File: src/rtl/push_debouncer_pkg.sv
// push_debouncer_pkg: shared state encodings and button level constants for the push-button debouncer.
package push_debouncer_pkg;

    typedef enum logic [1:0] {
        ST_REL   = 2'd0,
        ST_PWAIT = 2'd1,
        ST_PRS   = 2'd2,
        ST_RWAIT = 2'd3
    } state_t;

    localparam logic BTN_RELEASED = 1'b1;

endpackage

File: src/rtl/push_debouncer_debounce_ch.sv
// debounce_ch: one button channel - two-flop synchroniser, qualification FSM with counter, level and strobes.
module debounce_ch
    import push_debouncer_pkg::*;
#(
    parameter int DEB_CYCLES = 500000,
    parameter int CNT_W      = 19
) (
    input  logic i_Clk,
    input  logic i_Rst,
    input  logic i_Push,
    output logic o_Push,
    output logic o_Press,
    output logic o_Release
);

    localparam logic [CNT_W-1:0] CNT_LAST = CNT_W'(DEB_CYCLES - 1);
    localparam logic [CNT_W-1:0] CNT_ONE  = CNT_W'(1);

    logic             s1, s2;
    state_t           state, state_nx;
    logic [CNT_W-1:0] cnt, cnt_nx;
    logic             push_nx, press_nx, release_nx;

    always_ff @(posedge i_Clk or posedge i_Rst) begin
        if (i_Rst) begin
            s1        <= BTN_RELEASED;
            s2        <= BTN_RELEASED;
            state     <= ST_REL;
            cnt       <= '0;
            o_Push    <= BTN_RELEASED;
            o_Press   <= 1'b0;
            o_Release <= 1'b0;
        end else begin
            s1        <= i_Push;
            s2        <= s1;
            state     <= state_nx;
            cnt       <= cnt_nx;
            o_Push    <= push_nx;
            o_Press   <= press_nx;
            o_Release <= release_nx;
        end
    end

    // Any opposite sample during a wait state drops back and restarts from zero
    always_comb begin
        state_nx = state;
        cnt_nx   = '0;
        case (state)
            ST_REL: begin
                if (s2 != BTN_RELEASED) begin
                    state_nx = ST_PWAIT;
                    cnt_nx   = CNT_ONE;
                end
            end
            ST_PWAIT: begin
                if (s2 == BTN_RELEASED)  state_nx = ST_REL;
                else if (cnt == CNT_LAST) state_nx = ST_PRS;
                else                      cnt_nx   = cnt + CNT_ONE;
            end
            ST_PRS: begin
                if (s2 == BTN_RELEASED) begin
                    state_nx = ST_RWAIT;
                    cnt_nx   = CNT_ONE;
                end
            end
            default: begin
                if (s2 != BTN_RELEASED)  state_nx = ST_PRS;
                else if (cnt == CNT_LAST) state_nx = ST_REL;
                else                      cnt_nx   = cnt + CNT_ONE;
            end
        endcase
    end

    always_comb begin
        push_nx    = (state_nx == ST_REL) || (state_nx == ST_PWAIT);
        press_nx   = (state == ST_PWAIT) && (state_nx == ST_PRS);
        release_nx = (state == ST_RWAIT) && (state_nx == ST_REL);
    end

endmodule

File: src/rtl/push_debouncer.sv
// push_debouncer: NUM_BTN independent debounce channels conditioning active-low push-buttons.
module push_debouncer
    import push_debouncer_pkg::*;
#(
    parameter int NUM_BTN    = 2,
    parameter int DEB_CYCLES = 500000,
    parameter int CNT_W      = 19
) (
    input  logic               i_Clk,
    input  logic               i_Rst,
    input  logic [NUM_BTN-1:0] i_Push,
    output logic [NUM_BTN-1:0] o_Push,
    output logic [NUM_BTN-1:0] o_Press,
    output logic [NUM_BTN-1:0] o_Release
);

    for (genvar i = 0; i < NUM_BTN; i++) begin : g_ch
        debounce_ch #(
            .DEB_CYCLES(DEB_CYCLES),
            .CNT_W     (CNT_W)
        ) u_ch (
            .i_Clk    (i_Clk),
            .i_Rst    (i_Rst),
            .i_Push   (i_Push[i]),
            .o_Push   (o_Push[i]),
            .o_Press  (o_Press[i]),
            .o_Release(o_Release[i])
        );
    end

endmodule

File: config.mk
export PLATFORM = sky130hd
export DESIGN_NAME = push_debouncer
export DESIGN_NICKNAME = d
export VERILOG_FILES = /design/src/rtl/push_debouncer_pkg.sv /design/src/rtl/push_debouncer_debounce_ch.sv /design/src/rtl/push_debouncer.sv
export SDC_FILE = /design/constraint.sdc
export NUM_CORES = 1
export LEC_CHECK = 0
export BUFFER_PORTS_ARGS = -buffer_cell sky130_fd_sc_hd__buf_4
export CORE_UTILIZATION = 61
export CTS_CLUSTER_DIAMETER = 50
export DETAILED_ROUTE_END_ITERATION = 10
export PLACE_DENSITY_LB_ADDON = 0.08
export SLEW_MARGIN = 30
export SYNTH_ARGS = -nofsm -noshare
export SYNTH_HDL_FRONTEND = slang
export SYNTH_SLANG_ARGS = --single-unit
File: constraint.sdc
create_clock -name i_Clk -period 2.4 [get_ports i_Clk]
set_input_delay 0.48 -clock i_Clk [delete_from_list [all_inputs] [get_ports i_Clk]]
set_output_delay 0.48 -clock i_Clk [all_outputs]
set_load 0.1 [all_outputs]
; ---- After elaboration in Yosys (flattened, before gate mapping)
; Index checks and enable logic that the tools add are counted.
[totals]
in_bits = 4
regBits = 52
elab_cells = 64
out_inout_bits = 6
[op_classes]
n_eq_ne = 12
n_reduce_logical = 10
addsub = 2
mux = 26
[ops]
columns = cell, count
row1 = $mux W19, 6
row2 = $pmux W19 S3, 2
row3 = $add A19 B1 Y19 const B, 2
row4 = $eq A19 B19 Y1 const B, 2
row5 = $mux W2, 12
row6 = $eq A2 B2 Y1 const B, 6
row7 = $pmux W2 S3, 2
row8 = $eq A2 B1 Y1 const B, 4
row9 = $logic_not A2 Y1, 4
row10 = $logic_and A1 B1 Y1, 4
row11 = $mux W1, 4
row12 = $logic_or A1 B1 Y1, 2

; ---- Logic depth before layout (Yosys ltp)
; Gate-level depths: netlist (run 1).
[logic_depth]
ltp_word = 6
depth_mapped = 6
ltp_nobuf = 5

; ---- Cells and area by module
; Synthesis (run 1) repeated with hierarchy kept, for this count alone.
[unflattened]
cells_unflattened = 230
hier_area_um2 = 2449.8
[by_module_without_submodules]
columns = mod, area_per_inst_um2, n_inst, seq_area_each_um2, cells_each
row1 = debounce_ch, 1224.9, 2, 654.4, 115

; ---- Least setup slack after synthesis (run 1)
; OpenSTA, ideal clock, no wires.
[synth_path]
kind = register to register
start = register g_ch[1].u_ch.cnt[7]
end = register g_ch[1].u_ch.cnt[4]
slack_ns = 0.313
arrival_ns = 1.968
period_less_slack_ns = 2.087
setup_ns = 0.119
n_path_buf = 1
path_stages_with_launch = 6
required_time_ns = 2.281
path_cell_list = dfrtp_1 or4b_1 or4_4 o21ai_4 buf_4 nor2_1
[synth_between]
elab_chain_cells = 4
word_cells_on_any_way = 5
cone_classes = eq/ne: 1 / mux: 4
[synth_rtl]
columns = item, line
row1 = "start, declared", push_debouncer_debounce_ch.sv:21  ; logic [CNT_W-1:0] cnt, cnt_nx;
row2 = "start signal, assigned", push_debouncer_debounce_ch.sv:37  ; cnt <= cnt_nx;
row3 = $eq A19 B19 Y1 *, "push_debouncer_debounce_ch.sv:57, push_debouncer_debounce_ch.sv:68"
row4 = $mux W19 *, "push_debouncer_debounce_ch.sv:57, push_debouncer_debounce_ch.sv:68"
row5 = $mux W19 (on tied branches), "push_debouncer_debounce_ch.sv:67, push_debouncer_debounce_ch.sv:56"
row6 = $pmux W19 S3 *, push_debouncer_debounce_ch.sv:48  ; case (state)
row7 = net g_ch[1].u_ch.cnt_nx[4], push_debouncer_debounce_ch.sv:21
; Mark *: on every way through the listed nets, which the timed path passes. The rest lies on a longest branch.

; ---- Final worst setup path (run 1)
[layout_path]
start = register g_ch[1].u_ch.cnt[7]
end = register g_ch[1].u_ch.o_Push
[layout_between]
elab_chain_cells = 6
word_cells_on_any_way = 9
cone_classes = eq/ne: 2 / mux: 5 / reduce/logical: 2
[layout_rtl]
columns = item, line
row1 = $eq A19 B19 Y1 *, "push_debouncer_debounce_ch.sv:57, push_debouncer_debounce_ch.sv:68"
row2 = $mux W2 (on tied branches), "push_debouncer_debounce_ch.sv:68, push_debouncer_debounce_ch.sv:57"
row3 = $mux W2 (on tied branches), "push_debouncer_debounce_ch.sv:67, push_debouncer_debounce_ch.sv:56"
row4 = $pmux W2 S3 *, push_debouncer_debounce_ch.sv:48
row5 = $eq A2 B1 Y1 or $logic_not A2 Y1 (tied branches), push_debouncer_debounce_ch.sv:75  ; push_nx = (state_nx == ST_REL) || (state_nx == ST_PWAIT);
row6 = $logic_or A1 B1 Y1 *, push_debouncer_debounce_ch.sv:75
row7 = net g_ch[1].u_ch.push_nx, push_debouncer_debounce_ch.sv:22  ; logic push_nx, press_nx, release_nx;
row8 = "end signal, assigned", push_debouncer_debounce_ch.sv:38  ; o_Push <= push_nx;
row9 = "end, declared", push_debouncer_debounce_ch.sv:11  ; output logic o_Push,
; Marks and branches as above.

==> run metrics, run 1 <==
status=finished clean; first-pass GRT wire length=7730 um; IR drop worst, VDD=0.425 mV; unrepaired setup endpoints after global routing=false; Post-Synthesis Cells=245; buffer and inverter count on the worst path=0; EDFF count, synth=0; number of iterations in the first detailed-routing pass=4; core area=around 0.0038 mm^2; die area=0.00435 mm^2; syn avg cell area=10.2 um^2; Post-Synth Adder-Cell Area=under 10%; XOR/XNOR share of the synthesized area=10.5%; Slew Limit Headroom=between 60% and 70%; Die Ht=between 60 and 70 um; sequential-to-total area share from yosys stat=52.5%; GPL Wtd Cong=0.809; area leader, netlist=dfrtp_1; multiplexer area fraction after synthesis=2.01%; Hold WS=0.231 ns; initial antenna violation count=0; post-synthesis register bit count=52; R2R cell count=4; Iter 0 DRT Violations=130; clock skew=0.00940 ns; detailed placement HPWL=2950 um; DR WL/cell=14.4 um; post-CTS sizing=0; HP Class=in2async; count leader, synth=dfrtp_1; Synth Area in Simple Gates=24.5%; Critical Path RT=roughly 2.6 ns; Post-Syn Area=0.00249 mm^2; placed inst area=0.00261 mm^2; WS Path Type=reg2reg; I/O pin cnt=10; post-synth cell types=37; global route overflow=0; Worst Path Max Fanout=6; setup violators final=0; Final Max Tran Viols=0; prevailing post-synth register cell=dfrtp_1; f_max=0.456 GHz; crit path time final=2.19 ns; GRT Overall Usage=23.5%; clock network latency to the later pin of the worst-skew pair=roughly 0.3 ns; row cnt=22; Compound-Gate Fraction of Synth Area=under 10%; Port Buffers=9; Vias=1760; Worst setup SP type=flip-flop; Post-synth top cells=dfrtp_1, nor2_1, xnor2_1; Leak Pwr=about 1.1 nW; number of clock sinks=52; Num CTS Buffers=5; warnings from Yosys=0; synth top area cells=dfrtp_1, xnor2_1, dfstp_2; post-CTS setup buffers=0; worst-path cell chain=or4b_1, or4_4, nor3_4, mux2i_1; # Max-Cap Violations=0; Final TNS setup=0 ns; CTS clk-pin slew, worst paths=around 0.09 ns; Power Density=545 mW/mm^2; Crit path arrival time=2.42 ns; FFs w/ async S/R, synth=100%; fin area=0.00270 mm^2; syn_nets=251; Root Buffer=clkbuf_8; Worst-Margin Slew=around 0.55 ns; Final ANT Viol Nets=0; fillcell total=296; Hold Buf Count CTS=0; layout cells sized above 1=between 10% and 20%; Initial Utilization=between 60 and 70%; Max stage delay cell, worst path=or4_4; Ant. Diodes=0; post-synth top area share=46.1%; WL final=4370 um; largest family of logic cells by synthesized area=simple AND/OR/NAND/NOR gates; H-Tree Depth=2; Max Buffers Root-to-Sink=2; Die Wd=66.0 um; clock tree from TritonCTS=built; pre-CTS setup slack=0.216 ns; WP depth=4; Hold Vio Cnt, Final=0; CP delay by family, top=simple AND/OR/NAND/NOR gates; final worst-path cycle share=91.4%; largest net degree at the start of global routing=28; Crit path largest cell delay=0.60 ns; final setup margin=0.207 ns; Layout Nets=261; DRC Markers=0; number of global-route vias before repair=approximately 1700; Vias/cell=5.81; Area growth syn-to-layout=8.37%; critical path endpoint category=flip-flop
==> layout by cell type (no fill, tap or decap), drive strengths merged, types with 5 or more instances in the layout <==
cell,Yosys,layout
buf,8,15
clkbuf,4,7
dfrtp,46,46
dfstp,6,6
inv,15,15
mux2i,5,5
nand2,13,13
nand3,11,11
nand4,10,10
nor2,40,40
nor3,11,11
nor4,12,12
or4,5,5
xnor2,24,24
xor2,6,6
==> registers in the layout, indices dropped and copies added, names as in the netlist <==
name and count:
g_ch.u_ch.cnt 38, g_ch.u_ch.state 4, g_ch.u_ch.o_Press 2, g_ch.u_ch.o_Push 2, g_ch.u_ch.s2 2, g_ch.u_ch.o_Release 2, g_ch.u_ch.s1 2
==> routing by layer <==
layer  GRT usage [%]  wire length (um)
met1            35.6              2230
met2            34.1              1940
met3            4.66               168
met4            6.38                32
met5               0                 0
==> final cells by class <==
cell class / count / area (um^2) / area share [%]
Tap cell: 48 / 60.1 / 2.22
Inverter: 15 / 56.3 / 2.08
Sequential cell: 52 / 1310 / 48.4
Multi-Input combinational cell: 166 / 1060 / 39.1
Timing Repair Buffer: 15 / 125 / 4.63
Clock buffer: 7 / 96.3 / 3.56
==> logic make-up (layout without fill, tap and decap cells) <==
logic type                 Yosys count  after routing
AOI/OAI and AO/OA                   15             15
xor gates and xnor gates            30             30
adders and majority gates            2              2
buffers and inverters               27             37
DFF                                 52             52
muxes                                5              5
and+or+nand+nor                    114            114
==> worst register-to-register path, delay by kind of cell (launching register included) <==
family,cells,cell delay [ns]
flip-flops,1,0.46
multiplexers,1,0.22
AND/OR/NAND/NOR,3,1.45
==> path summary, 6_finish.rpt <==
kind	start	endpoint	slack, ns
hold / removal	i_Rst	g_ch[0].u_ch.state[0]	0.23
min in group i_Clk	i_Push[1]	g_ch[1].u_ch.s1	0.29
max in group asynchronous	i_Rst	g_ch[1].u_ch.o_Push	1.52
hold reg to reg	g_ch[0].u_ch.s1	g_ch[0].u_ch.s2	0.36
setup reg to reg	g_ch[1].u_ch.cnt[7]	g_ch[1].u_ch.o_Push	0.21
setup / recovery	g_ch[1].u_ch.cnt[7]	g_ch[1].u_ch.o_Push	0.21
==> metrics by stage <==
step	util, %	total power, mW	std cells
floorplan	-	0.946	245
global placement	68.6	0.969	296
detailed placement	68.6	0.970	296
CTS	71.2	1.49	303
global route	71.2	1.53	303
finish	71.2	1.47	303
==> power by group <==
part	total (mW)	internal [mW]	switching (mW)
Sequential	0.896	0.888	0.00832
Combinational	0.0570	0.0186	0.0384
Clock	0.521	0.257	0.264
Note: power is estimated with default switching activity, not from simulation.
==> inputs of run 2 (changes only) <==
- RECOVER_POWER: default -> 50
==> run 2 against run 1 <==
Core utilization down 0.20 points; highest routed layer unchanged; non-clock buffer count did not move; clock skew shrank 0.0027 ns; combinational power down 3%; total power is 0.26% lower; cell count unchanged; hold slack improved by 0.058 ns; critical path type unchanged; register-to-register slack about the same; fmax up 0.21%.
==> run metrics, run 2 (synthesis results as in run 1) <==
setup slack, reg-to-reg=0.21 ns; fillcell total=299; Num CTS Buffers=5; most flop-heavy register=g_ch.u_ch.cnt; Hold Vio Cnt, Final=0; post-CTS sizing=0; Max Buffers Root-to-Sink=2; critical path endpoint category=flip-flop; WL final=4350 um; Seq. cell area=0.00131 mm^2; I/O pin cnt=10; Initial Utilization=65.7%; crit path time final=2.19 ns; f_max=0.457 GHz; Layout Nets=261; WL met3=132 um; detailed placement HPWL=2950 um; Vias/cell=5.81; number of global-route vias before repair=1678; GPL Wtd Cong=0.809; setup violators final=0; pre-CTS setup slack=0.216 ns; Power Density=545 mW/mm^2; Worst-Margin Slew=0.985 ns; clock skew=0.00670 ns; WS Path Type=reg2reg; Critical Path RT=2.63 ns; clock network latency to the later pin of the worst-skew pair=around 0.29 ns; initial antenna violation count=0; area of the multi-input gates=0.00106 mm^2; max layer used=met4; Crit path arrival time=2.42 ns; Final TNS setup=0 ns; GRT Overall Usage=between 20% and 30%; Area growth syn-to-layout=8.07%; unrepaired setup endpoints after global routing=false; Worst Path Max Fanout=6; first-pass GRT wire length=between 7000 and 8000 um; Root Buffer=clkbuf_8; # Max-Cap Violations=0; die area=0.00435 mm^2; max reg flops=38; hold path depth=1; Iter 0 DRT Violations=140; Vias=1761; Final Max Tran Viols=0; worst r2r src=g_ch[1].u_ch.cnt[7]; Leak Pwr=about 1.1 nW; H-Tree Depth=2; met2 wire length=1930 um; most frequent cells in the layout=dfrtp_1, nor2_1, xnor2_1, inv_1, nand2_1; Max stage delay cell, worst path=or4_4; Die Wd=66.0 um; core area=0.00380 mm^2; global route overflow=0; commonest non-fill, non-tap cell in the layout=dfrtp_1; worst-path cell chain=or4b_1, or4_4, nor3_4, mux2i_1; Slew Limit Headroom=34.3%; final setup margin=0.212 ns; Worst setup SP type=flip-flop; DR WL/cell=14.4 um; R2R cell count=4; HP Class=in2reg; number of iterations in the first detailed-routing pass=4; worst hold endpoint=g_ch[1].u_ch.s1; Met1 Routed Length=2260 um; Crit path largest cell delay=0.60 ns; layout cells sized above 1=about an eighth; Hold Buf Count CTS=0; Final ANT Viol Nets=0; Die Ht=about 66 um; worst r2r dst=g_ch[1].u_ch.o_Push; Ant. Diodes=0; Largest regs=g_ch.u_ch.cnt: 38 flops, g_ch.u_ch.state: 4 flops; Port Buffers=9; final worst-path cycle share=between 90% and 100%; beginning of the worst hold path=i_Push[1]; status=finished clean; row cnt=22; IR drop worst, VDD=0.427 mV; clock tree from TritonCTS=built; post-CTS setup buffers=0; Tot Pwr=1.47 mW; largest net degree at the start of global routing=28; number of clock sinks=52; CTS clk-pin slew, worst paths=0.09 ns; DRC Markers=0
run 2: power by group:
group | leakage, nW | switching, mW | internal, mW | total (mW)
logic | 0.316 | 0.0382 | 0.0169 | 0.0551
registers | 0.697 | 0.00835 | 0.888 | 0.896
clock network | 0.0503 | 0.262 | 0.257 | 0.519
run 2: final cells by class:
type	count	area share, %
sequential	52	48.5
multi-input combinational	166	39.2
timing repair buffer	15	4.36
clock buffer	7	3.57
tap	48	2.23
inverter	15	2.09
run 2: how the worst max path moves through the flow:
| stage | startpoint | endpoint | depth (start not counted) |
|---|---|---|---|
| after global routing | g_ch[1].u_ch.cnt[7] | g_ch[1].u_ch.o_Push | 4 |
| after global placement | g_ch[1].u_ch.cnt[10] | g_ch[1].u_ch.o_Push | 4 |
| final | g_ch[1].u_ch.cnt[7] | g_ch[1].u_ch.o_Push | 4 |
| after CTS | g_ch[1].u_ch.cnt[7] | g_ch[1].u_ch.o_Push | 4 |
| after detailed placement | g_ch[1].u_ch.cnt[7] | g_ch[1].u_ch.state[1] | 4 |
| after floorplan | g_ch[1].u_ch.cnt[7] | g_ch[1].u_ch.cnt[4] | 5 |
run 2: metrics by stage:
step | util [%] | instance area [um^2] | std cells | hold WS (ns)
after floorplan | - | 2490 | 245 | 0.345
after global placement | 68.6 | 2610 | 296 | 0.349
after detailed placement | 68.6 | 2610 | 296 | 0.348
after CTS | 71.2 | 2700 | 303 | 0.249
after global routing | 71.0 | 2700 | 303 | 0.268
final | 71.0 | 2700 | 303 | 0.289
run 2: critical path: cells and delay by family, from the launching register on:
family / cells / cell delay (ns)
muxes: 1 / 0.22
DFF: 1 / 0.46
and+or+nand+nor: 3 / 1.44
run 2: metal layers:
layer  vias up  GRT usage, %
met5         -             0
met2        28          34.1
met3         4          4.66
met1       867          35.6
li1        862             -
met4         0          6.38
==> inputs of run 3 (changes only) <==
- CORE_UTILIZATION: 61 -> 63
- CTS_BUF_LIST: default -> sky130_fd_sc_hd__clkbuf_4
==> run 3 against run 2 <==
Sequential power barely moved; critical path type unchanged; critical endpoint is now g_ch[1].u_ch.cnt[9]; worst setup slack got worse by 0.073 ns; largest cell class unchanged; global-route usage rose by 1.1 points; first-iteration DRC count rose by 11%; critical path depth did not move; register-to-register slack got worse by 0.07 ns.
==> run metrics, run 3 (synthesis results as in run 1) <==
status=finished clean; Crit path arrival time=2.52 ns; Worst Path Max Fanout=17; Leak Pwr=1.04 nW; R2R cell count=4; DRC Markers=0; Switching Power=0.322 mW; unrepaired setup endpoints after global routing=false; worst r2r src=g_ch[1].u_ch.cnt[7]; Max Buffers Root-to-Sink=2; initial antenna violation count=0; detailed placement HPWL=3090 um; Worst setup SP type=flip-flop; buffer and inverter count on the worst path=0; clock skew=0.0130 ns; worst-path cell chain=or4b_1, or4_4, o21ai_4, nor2_1; worst r2r dst=g_ch[1].u_ch.cnt[9]; fin area=around 0.0026 mm^2; Num CTS Buffers=5; Die Wd=64.9 um; Port Buffers=9; critical path endpoint category=flip-flop; die area=0.00422 mm^2; first-pass GRT wire length=7690 um; Clk pwr share=between 20 and 30%; beginning of the worst hold path=i_Push[0]; Gate power share=under 10%; Final Max Tran Viols=0; GRT Overall Usage=24.6%; I/O pin cnt=10; Die Ht=64.9 um; f_max=around 0.44 GHz; IR drop worst, VDD=0.410 mV; max reg flops=38; row cnt=22; global route overflow=0; final setup margin=between 0.1 and 0.15 ns; Hold Vio Cnt, Final=0; Layout Nets=260; final worst-path cycle share=between 90% and 100%; clock tree from TritonCTS=built; worst hold endpoint=g_ch[0].u_ch.s1; Vias/cell=roughly 5.7; H-Tree Depth=2; fin util=70.9%; Hold Buf Count CTS=0; setup violators final=0; Slew Limit Headroom=38.1%; number of clock sinks=52; pre-CTS setup slack=0.159 ns; most flop-heavy register=g_ch.u_ch.cnt; Area growth syn-to-layout=5.62%; Worst Setup SP=g_ch[1].u_ch.cnt[7]; Iter 0 DRT Violations=about 160; crit path time final=2.26 ns; Vias=1737; Initial Utilization=67.1%; setup slack, reg-to-reg=0.14 ns; Final TNS setup=0 ns; number of iterations in the first detailed-routing pass=4; Worst-Margin Slew=0.929 ns; WP depth=4; # Max-Cap Violations=0; largest net degree at the start of global routing=22; commonest non-fill, non-tap cell in the layout=dfrtp_1; Tot Pwr=1.34 mW; WL final=4400 um; layout cells sized above 1=between 10% and 20%; Largest regs=g_ch.u_ch.cnt: 38 flops, g_ch.u_ch.state: 4 flops; most frequent cells in the layout=dfrtp_1, nor2_1, xnor2_1, inv_1, nand2_1; HP Class=in2reg; WS Path Type=reg2reg; post-CTS sizing=0; CTS clk-pin slew, worst paths=around 0.15 ns; Final Non-Filler Cells=303; clock network latency to the later pin of the worst-skew pair=around 0.38 ns; Power Density=508 mW/mm^2; internal power=1.02 mW; Hold WS=about 0.18 ns; post-placement cell count=about 300; Final ANT Viol Nets=0; sequential share of power=roughly two thirds; DR WL/cell=about 15 um; GPL Wtd Cong=0.867; placed inst area=0.00259 mm^2; Ant. Diodes=0; Max stage delay cell, worst path=or4_4; Root Buffer=clkbuf_4; number of global-route vias before repair=approximately 1600; switching share of total power=around a quarter; core area=0.00372 mm^2; Critical Path RT=2.65 ns; post-CTS setup buffers=0; CP delay by family, top=simple AND/OR/NAND/NOR gates; Crit path largest cell delay=0.60 ns; hold path depth=1
[run 3: changes by cell type in the layout (fill, tap and decap cells not counted)]
cell and delta:
clkbuf_4 +5, buf_12 -1, clkinv_1 +1, clkinv_2 +1, inv_6 +1, clkbuf_8 -7
[run 3: worst max-delay path by stage]
stage                                endpoint  slack [ns]
final                     g_ch[1].u_ch.cnt[9]        0.14
after global routing      g_ch[1].u_ch.cnt[4]        0.02
after CTS                 g_ch[1].u_ch.cnt[4]        0.14
after detailed placement  g_ch[1].u_ch.cnt[4]        0.16
after global placement    g_ch[1].u_ch.cnt[8]        0.19
after floorplan           g_ch[1].u_ch.cnt[4]        0.31
[run 3: worst reg2reg max path: stages (launching register included)]
cell and delay, ns:
dfrtp_1 0.48, or4b_1 0.53, or4_4 0.60, o21ai_4 0.43, nor2_1 0.11
[run 3: layer usage]
metal	up-vias	GRT usage, %	share of wire [%]
li1	863	-	-
met1	837	36.4	50
met2	32	35.3	45
met3	5	4.75	3.3
met4	0	10.0	1.3
met5	-	0	0
[run 3: cell type report]
class / count / area (um^2)
Sequential cell: 52 / 1310
Clock inverter: 3 / 17.5
Tap cell: 48 / 60.1
Clock buffer: 5 / 37.5
Inverter: 15 / 56.3
Fill cell: 288 / 1080
Timing Repair Buffer: 14 / 97.6
Multi-Input combinational cell: 166 / 1060
[run 3: power groups by stage]
stage               clock [mW]  sequential [mW]  combinational, mW
floorplan                    0            0.911             0.0354
global placement             0            0.912             0.0519
detailed placement           0            0.913             0.0537
CTS                      0.405            0.897             0.0539
global route             0.437            0.898             0.0596
finish                   0.391            0.897             0.0501
